$ cat src/rtl/dot_frame_buffer_pkg.sv
// Shared sizing constants, FSM encoding and coordinate clamp helpers
// for the dot frame buffer and its hit comparator.
package dot_frame_buffer_pkg;

    localparam int NUM_DOTS  = 20;
    localparam int IDX_WIDTH = 5;
    localparam int X_WIDTH   = 10;
    localparam int Y_WIDTH   = 9;
    localparam int X_MAX     = 639;
    localparam int Y_MAX     = 479;
    localparam int X_INIT    = 320;
    localparam int Y_INIT    = 240;

    typedef enum logic [1:0] {
        ST_IDLE    = 2'd0,
        ST_PENDING = 2'd1,
        ST_COPY    = 2'd2
    } state_e;

    function automatic logic [X_WIDTH-1:0] clamp_x(input logic [X_WIDTH-1:0] v);
        return (v > X_WIDTH'(X_MAX)) ? X_WIDTH'(X_MAX) : v;
    endfunction

    function automatic logic [Y_WIDTH-1:0] clamp_y(input logic [Y_WIDTH-1:0] v);
        return (v > Y_WIDTH'(Y_MAX)) ? Y_WIDTH'(Y_MAX) : v;
    endfunction

endpackage

$ cat src/rtl/dot_hit_compare.sv
// Combinational match of the current pixel against every active dot;
// duplicates collapse into a single hit through the OR-reduction.
module dot_hit_compare
    import dot_frame_buffer_pkg::*;
(
    input  logic [X_WIDTH-1:0]               i_x,
    input  logic [Y_WIDTH-1:0]               i_y,
    input  logic [NUM_DOTS-1:0][X_WIDTH-1:0] i_dot_x,
    input  logic [NUM_DOTS-1:0][Y_WIDTH-1:0] i_dot_y,
    output logic                             o_hit
);

    logic [NUM_DOTS-1:0] w_match;

    genvar gi;
    generate
        for (gi = 0; gi < NUM_DOTS; gi++) begin : g_cmp
            assign w_match[gi] = (i_x == i_dot_x[gi]) && (i_y == i_dot_y[gi]);
        end
    endgenerate

    assign o_hit = |w_match;

endmodule

$ cat src/rtl/dot_frame_buffer.sv
// Shadow/active dot tables with a frame-synchronous atomic publish,
// per-pixel hit output and processor status flags.
module dot_frame_buffer
    import dot_frame_buffer_pkg::*;
(
    input  logic                 clk,
    input  logic                 reset,
    input  logic                 dots_wren,
    input  logic [IDX_WIDTH-1:0] dot_num,
    input  logic                 is_x_change,
    input  logic [X_WIDTH-1:0]   dot_pos_change,
    input  logic                 commit,
    input  logic                 screenEnd,
    input  logic [X_WIDTH-1:0]   x,
    input  logic [Y_WIDTH-1:0]   y,
    output logic                 is_dot,
    output logic                 busy,
    output logic                 frame_tick,
    output logic                 commit_done,
    output logic                 wr_err
);

    state_e r_state;
    state_e w_state_next;
    logic   r_screen_q;
    logic   r_busy;
    logic   r_frame_tick;
    logic   r_commit_done;
    logic   r_wr_err;
    logic   r_is_dot;

    logic                             w_edge;
    logic                             w_idx_ok;
    logic                             w_over;
    logic                             w_wr_ok;
    logic                             w_wr_err;
    logic                             w_copy;
    logic                             w_hit;
    logic [Y_WIDTH-1:0]               w_y_in;
    logic [X_WIDTH-1:0]               w_x_val;
    logic [Y_WIDTH-1:0]               w_y_val;
    logic [NUM_DOTS-1:0][X_WIDTH-1:0] w_active_x;
    logic [NUM_DOTS-1:0][Y_WIDTH-1:0] w_active_y;

    assign w_edge   = screenEnd & ~r_screen_q;
    assign w_copy   = (r_state == ST_COPY);
    assign w_idx_ok = (dot_num < IDX_WIDTH'(NUM_DOTS));
    assign w_y_in   = dot_pos_change[Y_WIDTH-1:0];
    assign w_over   = is_x_change ? (dot_pos_change > X_WIDTH'(X_MAX))
                                  : (w_y_in > Y_WIDTH'(Y_MAX));
    assign w_wr_ok  = dots_wren & w_idx_ok & ~r_busy;
    assign w_wr_err = dots_wren & (~w_idx_ok | r_busy | w_over);
    assign w_x_val  = clamp_x(dot_pos_change);
    assign w_y_val  = clamp_y(w_y_in);

    always_comb begin
        w_state_next = r_state;
        case (r_state)
            ST_IDLE:    if (commit) w_state_next = w_edge ? ST_COPY : ST_PENDING;
            ST_PENDING: if (w_edge) w_state_next = ST_COPY;
            ST_COPY:    w_state_next = ST_IDLE;
            default:    w_state_next = ST_IDLE;
        endcase
    end

    // busy tracks the next state so it equals (state != IDLE) every cycle
    always_ff @(posedge clk or negedge reset) begin
        if (!reset) begin
            r_state       <= ST_IDLE;
            r_screen_q    <= 1'b0;
            r_busy        <= 1'b0;
            r_frame_tick  <= 1'b0;
            r_commit_done <= 1'b0;
            r_wr_err      <= 1'b0;
            r_is_dot      <= 1'b0;
        end else begin
            r_state       <= w_state_next;
            r_screen_q    <= screenEnd;
            r_busy        <= (w_state_next != ST_IDLE);
            r_frame_tick  <= w_edge;
            r_commit_done <= w_copy;
            r_is_dot      <= w_hit;
            if (w_wr_err)
                r_wr_err <= 1'b1;
            else if (w_copy)
                r_wr_err <= 1'b0;
        end
    end

    genvar gi;
    generate
        for (gi = 0; gi < NUM_DOTS; gi++) begin : g_dot
            logic [X_WIDTH-1:0] r_shadow_x;
            logic [Y_WIDTH-1:0] r_shadow_y;
            logic [X_WIDTH-1:0] r_active_x;
            logic [Y_WIDTH-1:0] r_active_y;

            always_ff @(posedge clk or negedge reset) begin
                if (!reset) begin
                    r_shadow_x <= X_WIDTH'(X_INIT);
                    r_shadow_y <= Y_WIDTH'(Y_INIT);
                    r_active_x <= X_WIDTH'(X_INIT);
                    r_active_y <= Y_WIDTH'(Y_INIT);
                end else begin
                    if (w_wr_ok && (dot_num == IDX_WIDTH'(gi))) begin
                        if (is_x_change)
                            r_shadow_x <= w_x_val;
                        else
                            r_shadow_y <= w_y_val;
                    end
                    if (w_copy) begin
                        r_active_x <= r_shadow_x;
                        r_active_y <= r_shadow_y;
                    end
                end
            end

            assign w_active_x[gi] = r_active_x;
            assign w_active_y[gi] = r_active_y;
        end
    endgenerate

    dot_hit_compare u_hit (
        .i_x     (x),
        .i_y     (y),
        .i_dot_x (w_active_x),
        .i_dot_y (w_active_y),
        .o_hit   (w_hit)
    );

    assign is_dot      = r_is_dot;
    assign busy        = r_busy;
    assign frame_tick  = r_frame_tick;
    assign commit_done = r_commit_done;
    assign wr_err      = r_wr_err;

endmodule

$ cat config.mk
export PLATFORM = sky130hd
export DESIGN_NAME = dot_frame_buffer
export DESIGN_NICKNAME = d
export VERILOG_FILES = /design/src/rtl/dot_frame_buffer_pkg.sv /design/src/rtl/dot_hit_compare.sv /design/src/rtl/dot_frame_buffer.sv
export SDC_FILE = /design/constraint.sdc
export NUM_CORES = 1
export LEC_CHECK = 0
export CORE_ASPECT_RATIO = 0.6
export CORE_MARGIN = 2
export CORE_UTILIZATION = 57
export DETAILED_ROUTE_END_ITERATION = 8
export GPL_TIMING_DRIVEN = 0
export HOLD_SLACK_MARGIN = 0.15
export PLACE_DENSITY_LB_ADDON = 0.3
export SYNTH_ARGS = -nofsm -noshare
export SYNTH_HDL_FRONTEND = slang
export SYNTH_SLANG_ARGS = --single-unit
$ cat constraint.sdc
create_clock -name clk -period 2.1 [get_ports clk]
set_input_delay 0.42 -clock clk [delete_from_list [all_inputs] [get_ports clk]]
set_output_delay 0.42 -clock clk [all_outputs]
set_load 0.01 [all_outputs]
==> results of run 1 <==
==> worst register-to-register path: stages (launching register included) <==
cell     delay, ps
dfstp_2        540
xor2_1          60
nor4_1         830
nand4_1        200
nor4_2         420
nor4_1         130
nand4_1        330
==> layout by cell type (no fill, tap or decap), types with 3 or more instances in the layout <==
master,synthesis,routed
clkdlybuf4s50_1,0,21
nor2b_1,5,5
nor3_4,2,4
nand2_2,1,9
clkbuf_2,0,63
buf_4,1,11
nand4_1,22,22
mux2_4,0,71
nor4_1,96,72
xnor2_1,24,24
buf_8,0,3
clkbuf_4,0,23
buf_12,0,15
nor2_4,3,15
o22ai_1,4,3
and2_1,4,4
nand2_1,25,6
nor3_1,4,3
nor2_1,13,8
dfstp_2,240,240
clkbuf_1,121,61
inv_6,0,5
clkinv_2,0,12
bufinv_16,0,3
nor4_2,1,12
clkbuf_8,0,10
nor4_4,0,13
buf_16,0,6
clkbuf_16,0,72
xor2_1,356,353
dfrtp_1,528,528
nand2b_1,14,14
mux2_2,761,690
xor2_2,0,3
inv_1,3,3
nand2_4,0,11
nand3_1,12,9
==> final cells by class <==
cell class	count	share of cell area, %
timing repair buffer	54	2.08
tap	770	2.52
antenna	1	0.00654
inverter	3	0.0294
sequential	768	51.0
clock buffer	107	5.18
buffer	128	1.88
clock inverter	21	0.516
multi-input combinational	1369	36.8
==> kinds of logic after synthesis <==
logic type / count (synthesis)
AO/OA/AOI/OAI: 7
XOR/XNOR: 380
buffers and inverters: 131
flip-flops: 768
multiplexers: 761
AND/OR/NAND/NOR: 221
==> through the flow <==
| stage | area [um2] | TNS [ps] | utilization, % | std cells | total power, mW |
|---|---|---|---|---|---|
| 5_1_grt | 38300 | -27670 | 66.5 | 3220 | 34.4 |
| 3_3_place_gp | 34900 | - | 60.6 | 3062 | 20.4 |
| 6_report | 38300 | -24490 | 66.5 | 3221 | 33.3 |
| 2_1_floorplan | 33700 | -22510 | - | 2268 | 19.1 |
| 4_1_cts | 38100 | -9790 | 66.1 | 3214 | 33.2 |
| 3_5_place_dp | 35100 | -583680 | 60.9 | 3068 | 20.7 |
==> worst paths after layout <==
| path | start | to | slack (ps) | cells after the start |
|---|---|---|---|---|
| worst max-delay path | g_dot[11].r_active_y[4]$_DFFE_PN1P_ | is_dot$_DFF_PN0_ | -560 | 6 |
| worst min-delay path | screenEnd | r_screen_q$_DFF_PN0_ | 300 | 1 |
| worst max register to register | g_dot[11].r_active_y[4]$_DFFE_PN1P_ | is_dot$_DFF_PN0_ | -560 | 6 |
| worst min register to register | r_screen_q$_DFF_PN0_ | frame_tick$_DFF_PN0_ | 430 | 1 |
| max in group asynchronous | reset | g_dot[13].r_active_x[8]$_DFFE_PN1P_ | 200 | 4 |
| min in group asynchronous | reset | g_dot[9].r_shadow_y[1]$_DFFE_PN0P_ | 360 | 2 |
==> layer usage <==
metal  global-route usage [%]  wire [um]  up-vias
met3                     15.5      12600      126
met4                     6.27       1770        4
met5                        0         32        -
li1                         -          -     8164
met1                     48.9      44000    10600
met2                     43.6      38300      757
==> power by group through the flow <==
stage                     clock [mW]  sequential [mW]  combinational (mW)
after CTS                       12.7             16.8                3.76
after detailed placement           0             17.1                3.60
after global placement             0             17.0                3.37
after floorplan                    0             16.9                2.23
final                           12.6             16.8                3.86
after global routing            13.3             16.9                4.10
==> repair_timing <==
action	in CTS	in global routing
hold buffers	1	0
gates cloned	0	1
resized for setup	173	32
hold endpoints to repair	59	0
pin swaps	21	6
endpoints found under the setup margin	764	615
setup buffers	17	5
==> cells in the mapped netlist <==
cell type,number
or4_1,1
or2_2,1
and2_1,4
inv_1,3
a21oi_4,1
nor3b_2,1
nor4_2,1
buf_2,3
clkbuf_1,121
buf_4,1
xnor2_1,24
buf_1,3
dfrtp_1,528
nor2b_1,5
nor3_1,4
dfstp_2,240
nand4_1,22
nor2_2,7
nand2_1,25
or2_4,1
nor2_4,3
or3_1,2
nor3_2,2
and3_1,1
nand3_1,12
nor2_1,13
nor3_4,2
o21ai_0,2
nand4_2,1
xor2_1,356
and3b_1,2
nor4_1,96
nand2b_1,14
o22ai_1,4
mux2_2,761
nand2_2,1
==> state kept, by name, indices dropped and copies added, names as in the netlist, 2 cells and up <==
name	cells
g_dot.r_active_y	180
g_dot.r_shadow_y	180
g_dot.r_active_x	200
r_state	2
g_dot.r_shadow_x	200
==> flow_summary.json, run 1 <==
{
  "status": "finished with violations",
  "violations": "setup timing",
  "ys_ff_latch": 768,
  "seq_area_frac_synth_pct": 58.6,
  "slew_headroom_pct": 13.5,
  "yosysTopAreaCell": "dfrtp_1",
  "critPathLaunchType": "flop",
  "critical-path-top-delay-family": "simple AND/OR/NAND/NOR gates",
  "synth_top_area_share_pct": 39.7,
  "multi_input_area_um2": 14100,
  "period_needed_ps": 2660,
  "leakagePower_nw": 18.3,
  "synth-simple-area-share_pct": 4.02,
  "ys_warn_count": 0,
  "slowest_stage": "nor4_1",
  "hold_path.class": "in -> reg",
  "setup_viol": 216,
  "syn_avg_cell_area_um2": 14.7,
  "core_um2": 57600,
  "grt_pass1_wl_um": 139000,
  "cts_made_buffers": 69,
  "cp.required_ps": 2570,
  "antenna_found_initial": 2,
  "wirelength_um": 96700,
  "powerDensity_nw_per_um2": 869,
  "synth_top_family_by_area": "multiplexers",
  "ys_types": 36,
  "syn_area_um2": 33300,
  "die_width_um": 316,
  "crit_arrival_ps": 3120,
  "routedWlPerCell_um": 30.0,
  "fillCellCount": 4010,
  "cap_viol_max_count": 0,
  "grt_max_degree": 131,
  "gp_congestion": 0.923,
  "drc": 0,
  "rows": 68,
  "die_y_um": 191,
  "synthCells": 2268,
  "cts_buffer_depth": 3,
  "fmax_mhz": 376,
  "cts_tree": "yes",
  "worstPathCellList": "xor2_1 -> nor4_1 -> nand4_1 -> nor4_2 -> nor4_1 -> nand4_1",
  "area_growth_pct": 15.0,
  "dr.pass1.iters": 5,
  "synth_compound_gate_area_share_pct": 0.154,
  "whs_ps": 296,
  "muxShareOfSynthArea_pct": 25.7,
  "clk_latency_ps": 620,
  "grt_pass1_vias": 20200,
  "numClockSinks": 768,
  "synth-adder-area-share_pct": 0,
  "hpwl_um": 65800,
  "fin_crit_sh_pct": 126,
  "root_buffer": "clkbuf_16",
  "path_buf_inv": 0,
  "criticalPathCategory": "reg -> reg",
  "p_comb_share_pct": 11.6,
  "ys_top_cells_by_area": "dfrtp_1, mux2_2, dfstp_2",
  "nets": 2433,
  "pwr-share-seq_pct": 50.5,
  "grt_usage_pct": 32.8,
  "net-switching-power_mw": 8.61,
  "place_ws_ps": -1910,
  "overflow": 0,
  "final_antenna_net_count": 0,
  "clock_skew_ps": 15.7,
  "worst_pin_slew_ps": 1300,
  "htreeDepth": 3,
  "slew_viol_final": 0,
  "hold_viol": 0,
  "clkTransAtPathRegs_ps": 70,
  "dieArea_um2": 60400,
  "synthXorXnorAreaFrac_pct": 9.99,
  "p_int_mw": 24.7,
  "seqCellArea_um2": 19500,
  "rsz0062_at_grt": "yes",
  "swShare_pct": 25.9,
  "initialDrtViolationCount": 2118,
  "peakVddDrop_uv": 717,
  "start_util_pct": 57.8,
  "cpPeakStageDelay_ps": 830,
  "layout-drive-gt1-share_pct": 53.2,
  "via_per_inst": 6.09,
  "endpoint_kind": "flop",
  "synth_nets": 2308,
  "clkPwrFrac_pct": 37.9,
  "pin_count": 45,
  "cp_max_fo": 2,
  "fin_ws_ps": -556,
  "vias": 19600,
  "io_buffers": 24
}
Note: power is estimated with default switching activity, not from simulation.
==> run 2: changes to the inputs <==
==> constraint.sdc (replaced) <==
create_clock -name clk -period 2.1 [get_ports clk]
set_input_delay 0.525 -clock clk [delete_from_list [all_inputs] [get_ports clk]]
set_output_delay 0.525 -clock clk [all_outputs]
set_load 0.01 [all_outputs]
==> run 2 against run 1 <==
  * The run still ends with setup timing left
  * Critical path type unchanged
  * Sequential share of layout area is 1.3 points lower
  * Count of clock-buffer cells in the layout increased by 3
  * Critical path depth is the same
  * Largest cell class unchanged
  * Power increased by 3.1%
==> flow_summary.json, run 2 (synthesis gave the netlist of run 1 again) <==
{
  "status": "finished with violations",
  "violations": "setup timing",
  "dieArea_um2": 60400,
  "clkTransAtPathRegs_ps": 60,
  "dr.pass1.iters": 5,
  "fin_ws_ps": -650,
  "core_um2": 57600,
  "initialDrtViolationCount": 2056,
  "fin_crit_sh_pct": 131,
  "via_per_inst": 6.24,
  "finalNonFillerCells": 3256,
  "cts_buffer_depth": 3,
  "cts_tree": "yes",
  "clk_latency_ps": 630,
  "whs_ps": 380,
  "hold_viol": 0,
  "regToRegStartpoint": "g_dot[12].r_active_x[8]$_DFFE_PN1P_",
  "powerDensity_nw_per_um2": 874,
  "htreeDepth": 3,
  "drc": 0,
  "final_antenna_net_count": 0,
  "power.total_mw": 34.3,
  "r2r-end": "is_dot$_DFF_PN0_",
  "wirelength_um": 102000,
  "placed_cells": 3070,
  "cp_max_fo": 2,
  "cp_common_cell": "nand4_1",
  "gp_congestion": 0.921,
  "setup_viol": 116,
  "final_cell_mix": "mux2_2, dfrtp_1, xor2_1",
  "startpoint": "g_dot[12].r_active_x[8]$_DFFE_PN1P_",
  "peakVddDrop_uv": 640,
  "io_buffers": 24,
  "cpPeakStageDelay_ps": 860,
  "grt_usage_pct": 33.6,
  "criticalPathCategory": "reg -> reg",
  "critPathLaunchType": "flop",
  "antenna_found_initial": 3,
  "final_common_cell": "mux2_2",
  "hold_path.class": "in -> reg",
  "grt_max_degree": 132,
  "cp.required_ps": 2590,
  "tns_ps": -8420,
  "grt_pass1_vias": 20400,
  "largestRegisters": "g_dot.r_active_x: 200 flops, g_dot.r_shadow_x: 200 flops",
  "start_util_pct": 57.8,
  "path_buf_inv": 0,
  "worstPathCellList": "xor2_1 -> nor4_2 -> nand4_1 -> o22ai_1 -> nor4_1 -> nand4_1",
  "routedWlPerCell_um": 31.2,
  "leakagePower_nw": 18.6,
  "crit_arrival_ps": 3240,
  "cts_made_buffers": 71,
  "area_growth_pct": 17.9,
  "r2r_slack_ps": -650,
  "numClockSinks": 768,
  "slew_viol_final": 0,
  "die_width_um": 316,
  "worst_pin_slew_ps": 1240,
  "slew_headroom_pct": 17.6,
  "utilization_pct": 68.2,
  "vias": 20300,
  "overflow": 0,
  "slowest_stage": "nor4_2",
  "layout-drive-gt1-share_pct": 54.7,
  "critical-path-top-delay-family": "simple AND/OR/NAND/NOR gates",
  "root_buffer": "clkbuf_16",
  "grt_pass1_wl_um": 143000,
  "endpoint_kind": "flop",
  "cp.depth": 6,
  "period_needed_ps": 2750,
  "rows": 68,
  "clock_skew_ps": 20.0,
  "fillCellCount": 3824,
  "nets": 2466,
  "rsz0062_at_grt": "yes",
  "hpwl_um": 66200,
  "crit_end": "is_dot$_DFF_PN0_",
  "pin_count": 45,
  "reg2reg_depth": 6,
  "fmax_mhz": 364,
  "cap_viol_max_count": 0,
  "die_y_um": 191
}
[run 2: layout make-up]
cell class,count,area (um2),area share (%)
well taps,770,963,2.45
inverters,3,11.3,0.0287
multi-input cells,1372,14400,36.6
clock buffers,110,2130,5.42
flip-flops and latches,768,19500,49.7
plain buffers,127,749,1.91
clock inverters,21,274,0.698
diodes,2,5.00,0.0127
repair buffers,83,1270,3.24
[run 2: worst register-to-register path, delay by kind of cell, from the launching register on]
kind	cells	cell delay, ps
XOR/XNOR	1	80
AO/OA/AOI/OAI	1	300
flip-flops	1	540
AND/OR/NAND/NOR	4	1700
[run 2: worst min path at each step]
stage	slack (ps)	start	end	depth (start not counted)
finish	380	screenEnd	r_screen_q$_DFF_PN0_	1
floorplan	230	reset	busy$_DFF_PN0_	0
global placement	410	r_screen_q$_DFF_PN0_	frame_tick$_DFF_PN0_	1
CTS	360	screenEnd	r_screen_q$_DFF_PN0_	1
detailed placement	450	r_screen_q$_DFF_PN0_	frame_tick$_DFF_PN0_	1
global route	380	screenEnd	r_screen_q$_DFF_PN0_	1
[run 2: routing by layer]
layer / GRT usage [%] / up-vias / part of all wire, %
li1: - / 8269 / -
met1: 50.6 / 10800 / 44
met2: 43.9 / 1016 / 39
met3: 14.4 / 188 / 14
met4: 8.80 / 0 / 2.7
met5: 0 / - / 0
[run 2: per-stage QoR]
step	setup WS (ps)	area (um2)
6_report	-650	39300
5_1_grt	-518	39300
4_1_cts	-332	38800
3_5_place_dp	-2200	35300
3_3_place_gp	-31380	35000
2_1_floorplan	-408	33800
[run 2: power breakdown]
part           leakage [nW]  internal, mW  switching (mW)
Clock                  1.17          7.76            5.73
Sequential             9.74          16.1           0.704
Combinational          7.73          1.69            2.32
Total                  18.6          25.6            8.75
[run 2: timing repair]
action	CTS	global route
cloned	4	10
setup buffers	29	12
pin swaps	22	16
gates resized for setup	217	52
hold endpoints to repair	40	0
setup endpoints to repair	765	1006
hold buffers	3	0
==> run 3: changes to the inputs <==
--- a/config.mk
+++ b/config.mk
@@ -5,13 +5,15 @@
 export SDC_FILE = /design/constraint.sdc
 export NUM_CORES = 1
 export LEC_CHECK = 0
+export ABC_CLOCK_PERIOD_IN_PS = 2100
 export CORE_ASPECT_RATIO = 0.6
 export CORE_MARGIN = 2
 export CORE_UTILIZATION = 57
 export DETAILED_ROUTE_END_ITERATION = 8
 export GPL_TIMING_DRIVEN = 0
-export HOLD_SLACK_MARGIN = 0.15
+export HOLD_SLACK_MARGIN = 0.05
 export PLACE_DENSITY_LB_ADDON = 0.3
+export RECOVER_POWER = 50
 export SYNTH_ARGS = -nofsm -noshare
 export SYNTH_HDL_FRONTEND = slang
 export SYNTH_SLANG_ARGS = --single-unit
==> run 3 against run 2 <==
  * The flow still finishes with violations (setup timing)
  * Largest cell class unchanged
  * Power down 0.19%
  * Clock skew is 6.4 ps higher
  * Register-to-register slack better by 70 ps
  * Sequential power is essentially flat
  * Non-clock buffer count fell by 8
  * Via count fell by 0.41%
  * Highest routed layer unchanged
  * Count of clock-buffer cells in the layout unchanged
  * Critical endpoint unchanged
  * Sequential share of layout area increased by 0.31 points
  * First-iteration DRC count increased by 3.0%
==> flow_summary.json, run 3 (synthesis gave the netlist of run 1 again) <==
{
  "vias": 20200,
  "start_util_pct": 57.8,
  "finalNonFillerCells": 3250,
  "core_um2": 57600,
  "critPathLaunchType": "flop",
  "dr.pass1.iters": 5,
  "root_buffer": "clkbuf_16",
  "antenna_found_initial": 3,
  "setup_viol": 745,
  "crit_arrival_ps": 3170,
  "rows": 68,
  "final_common_cell": "mux2_2",
  "io_buffers": 24,
  "period_needed_ps": 2680,
  "grt_pass1_vias": 20400,
  "criticalPathCategory": "reg -> reg",
  "grt_pass1_wl_um": 143000,
  "clk_latency_ps": 640,
  "initialDrtViolationCount": 2117,
  "rsz0062_at_grt": "yes",
  "via_per_inst": 6.23,
  "drc": 0,
  "fin_crit_sh_pct": 128,
  "die_width_um": 316,
  "overflow": 0,
  "grt_max_degree": 132,
  "dieArea_um2": 60400,
  "layout-drive-gt1-share_pct": 54.4,
  "cts_tree": "yes",
  "cts_buffer_depth": 3,
  "clkTransAtPathRegs_ps": 60,
  "violations": "setup timing",
  "final_cell_mix": "mux2_2, dfrtp_1, xor2_1",
  "gp_congestion": 0.921,
  "worst_pin_slew_ps": 1240,
  "endpoint_kind": "flop",
  "cp.required_ps": 2590,
  "largestRegisters": "g_dot.r_active_x: 200 flops, g_dot.r_shadow_x: 200 flops",
  "fmax_mhz": 373,
  "grt_usage_pct": 33.6,
  "hold_path.class": "in -> async",
  "hpwl_um": 66200,
  "powerDensity_nw_per_um2": 878,
  "status": "finished with violations",
  "pin_count": 45,
  "clock_skew_ps": 26.4,
  "slew_headroom_pct": 17.4,
  "area_growth_pct": 17.2,
  "placed_cells": 3070,
  "die_y_um": 191,
  "hold_viol": 0,
  "reg2reg_depth": 6,
  "fin_ws_ps": -582,
  "final_antenna_net_count": 0,
  "cts_made_buffers": 71,
  "leakagePower_nw": 18.5,
  "cp_max_fo": 2,
  "utilization_pct": 67.8,
  "slew_viol_final": 0,
  "htreeDepth": 3,
  "wirelength_um": 100000,
  "routedWlPerCell_um": 30.9,
  "peakVddDrop_uv": 634,
  "numClockSinks": 768,
  "nets": 2458,
  "cap_viol_max_count": 0,
  "r2r_slack_ps": -580
}
==> run 3: changes by cell type in the layout (fill, tap and decap cells not counted), sizes merged <==
cell	delta
clkdlybuf4s50	-1
clkbuf	-2
diode	+2
buf	-5
==> run 3: metal layers <==
| metal | wire [um] | vias up | part of all wire, % | global-route usage, % |
|---|---|---|---|---|
| li1 | - | 8242 | - | - |
| met3 | 14200 | 184 | 14 | 14.4 |
| met2 | 39300 | 993 | 39 | 43.9 |
| met5 | 0 | - | 0 | 0 |
| met4 | 2720 | 0 | 2.7 | 8.80 |
| met1 | 44100 | 10800 | 44 | 50.6 |
==> run 3: stage by stage <==
stage	TNS (ps)	power [mW]	cell area, um2	worst slack (ps)	hold WS, ps
global route	-236200	35.3	39000	-518	82.2
global placement	-	20.4	35000	-31380	412
detailed placement	-829910	20.7	35300	-2200	451
finish	-84810	34.3	39000	-582	55.2
floorplan	-44290	19.1	33800	-408	229
CTS	-5710	34.2	38800	-332	66.3
==> run 3: path summary, 6_finish.rpt <==
path / start / endpoint
min in group clk: r_screen_q$_DFF_PN0_ / frame_tick$_DFF_PN0_
worst max-delay path: g_dot[12].r_active_x[8]$_DFFE_PN1P_ / is_dot$_DFF_PN0_
worst min-delay path: reset / g_dot[9].r_active_y[7]$_DFFE_PN1P_
worst max register to register: g_dot[12].r_active_x[8]$_DFFE_PN1P_ / is_dot$_DFF_PN0_
worst min register to register: r_screen_q$_DFF_PN0_ / frame_tick$_DFF_PN0_
max in group asynchronous: reset / g_dot[14].r_shadow_x[5]$_DFFE_PN0P_
==> run 3: layout make-up <==
type	instances	area [um2]
multi-input combinational	1372	14300
buffer	127	732
timing repair buffer	75	1060
tap	770	963
fill	3861	18600
clock inverter	21	274
antenna	4	10.0
clock buffer	110	2130
inverter	3	11.3
sequential	768	19500
==> run 3: what timing repair did <==
item | CTS | global route
endpoints found under the setup margin | 765 | 628
hold buffers | 1 | 0
pin swaps | 22 | 16
gates resized for setup | 217 | 48
buffers inserted | 29 | 12
endpoints found under the hold margin | 40 | 0
gates cloned | 4 | 4
==> run 3: worst max-delay path, cell delays in order, from the launching register on <==
cell	delay, ps
dfstp_2	540
xor2_1	80
nor4_2	820
nand4_1	440
o22ai_1	300
nor4_1	80
nand4_1	300
==> run 3: where the power goes <==
group / switching, mW / internal [mW] / total, mW / leakage (nW)
combinational: 2.28 / 1.64 / 3.93 / 7.62
sequential: 0.701 / 16.1 / 16.8 / 9.74
clock: 5.74 / 7.76 / 13.5 / 1.17
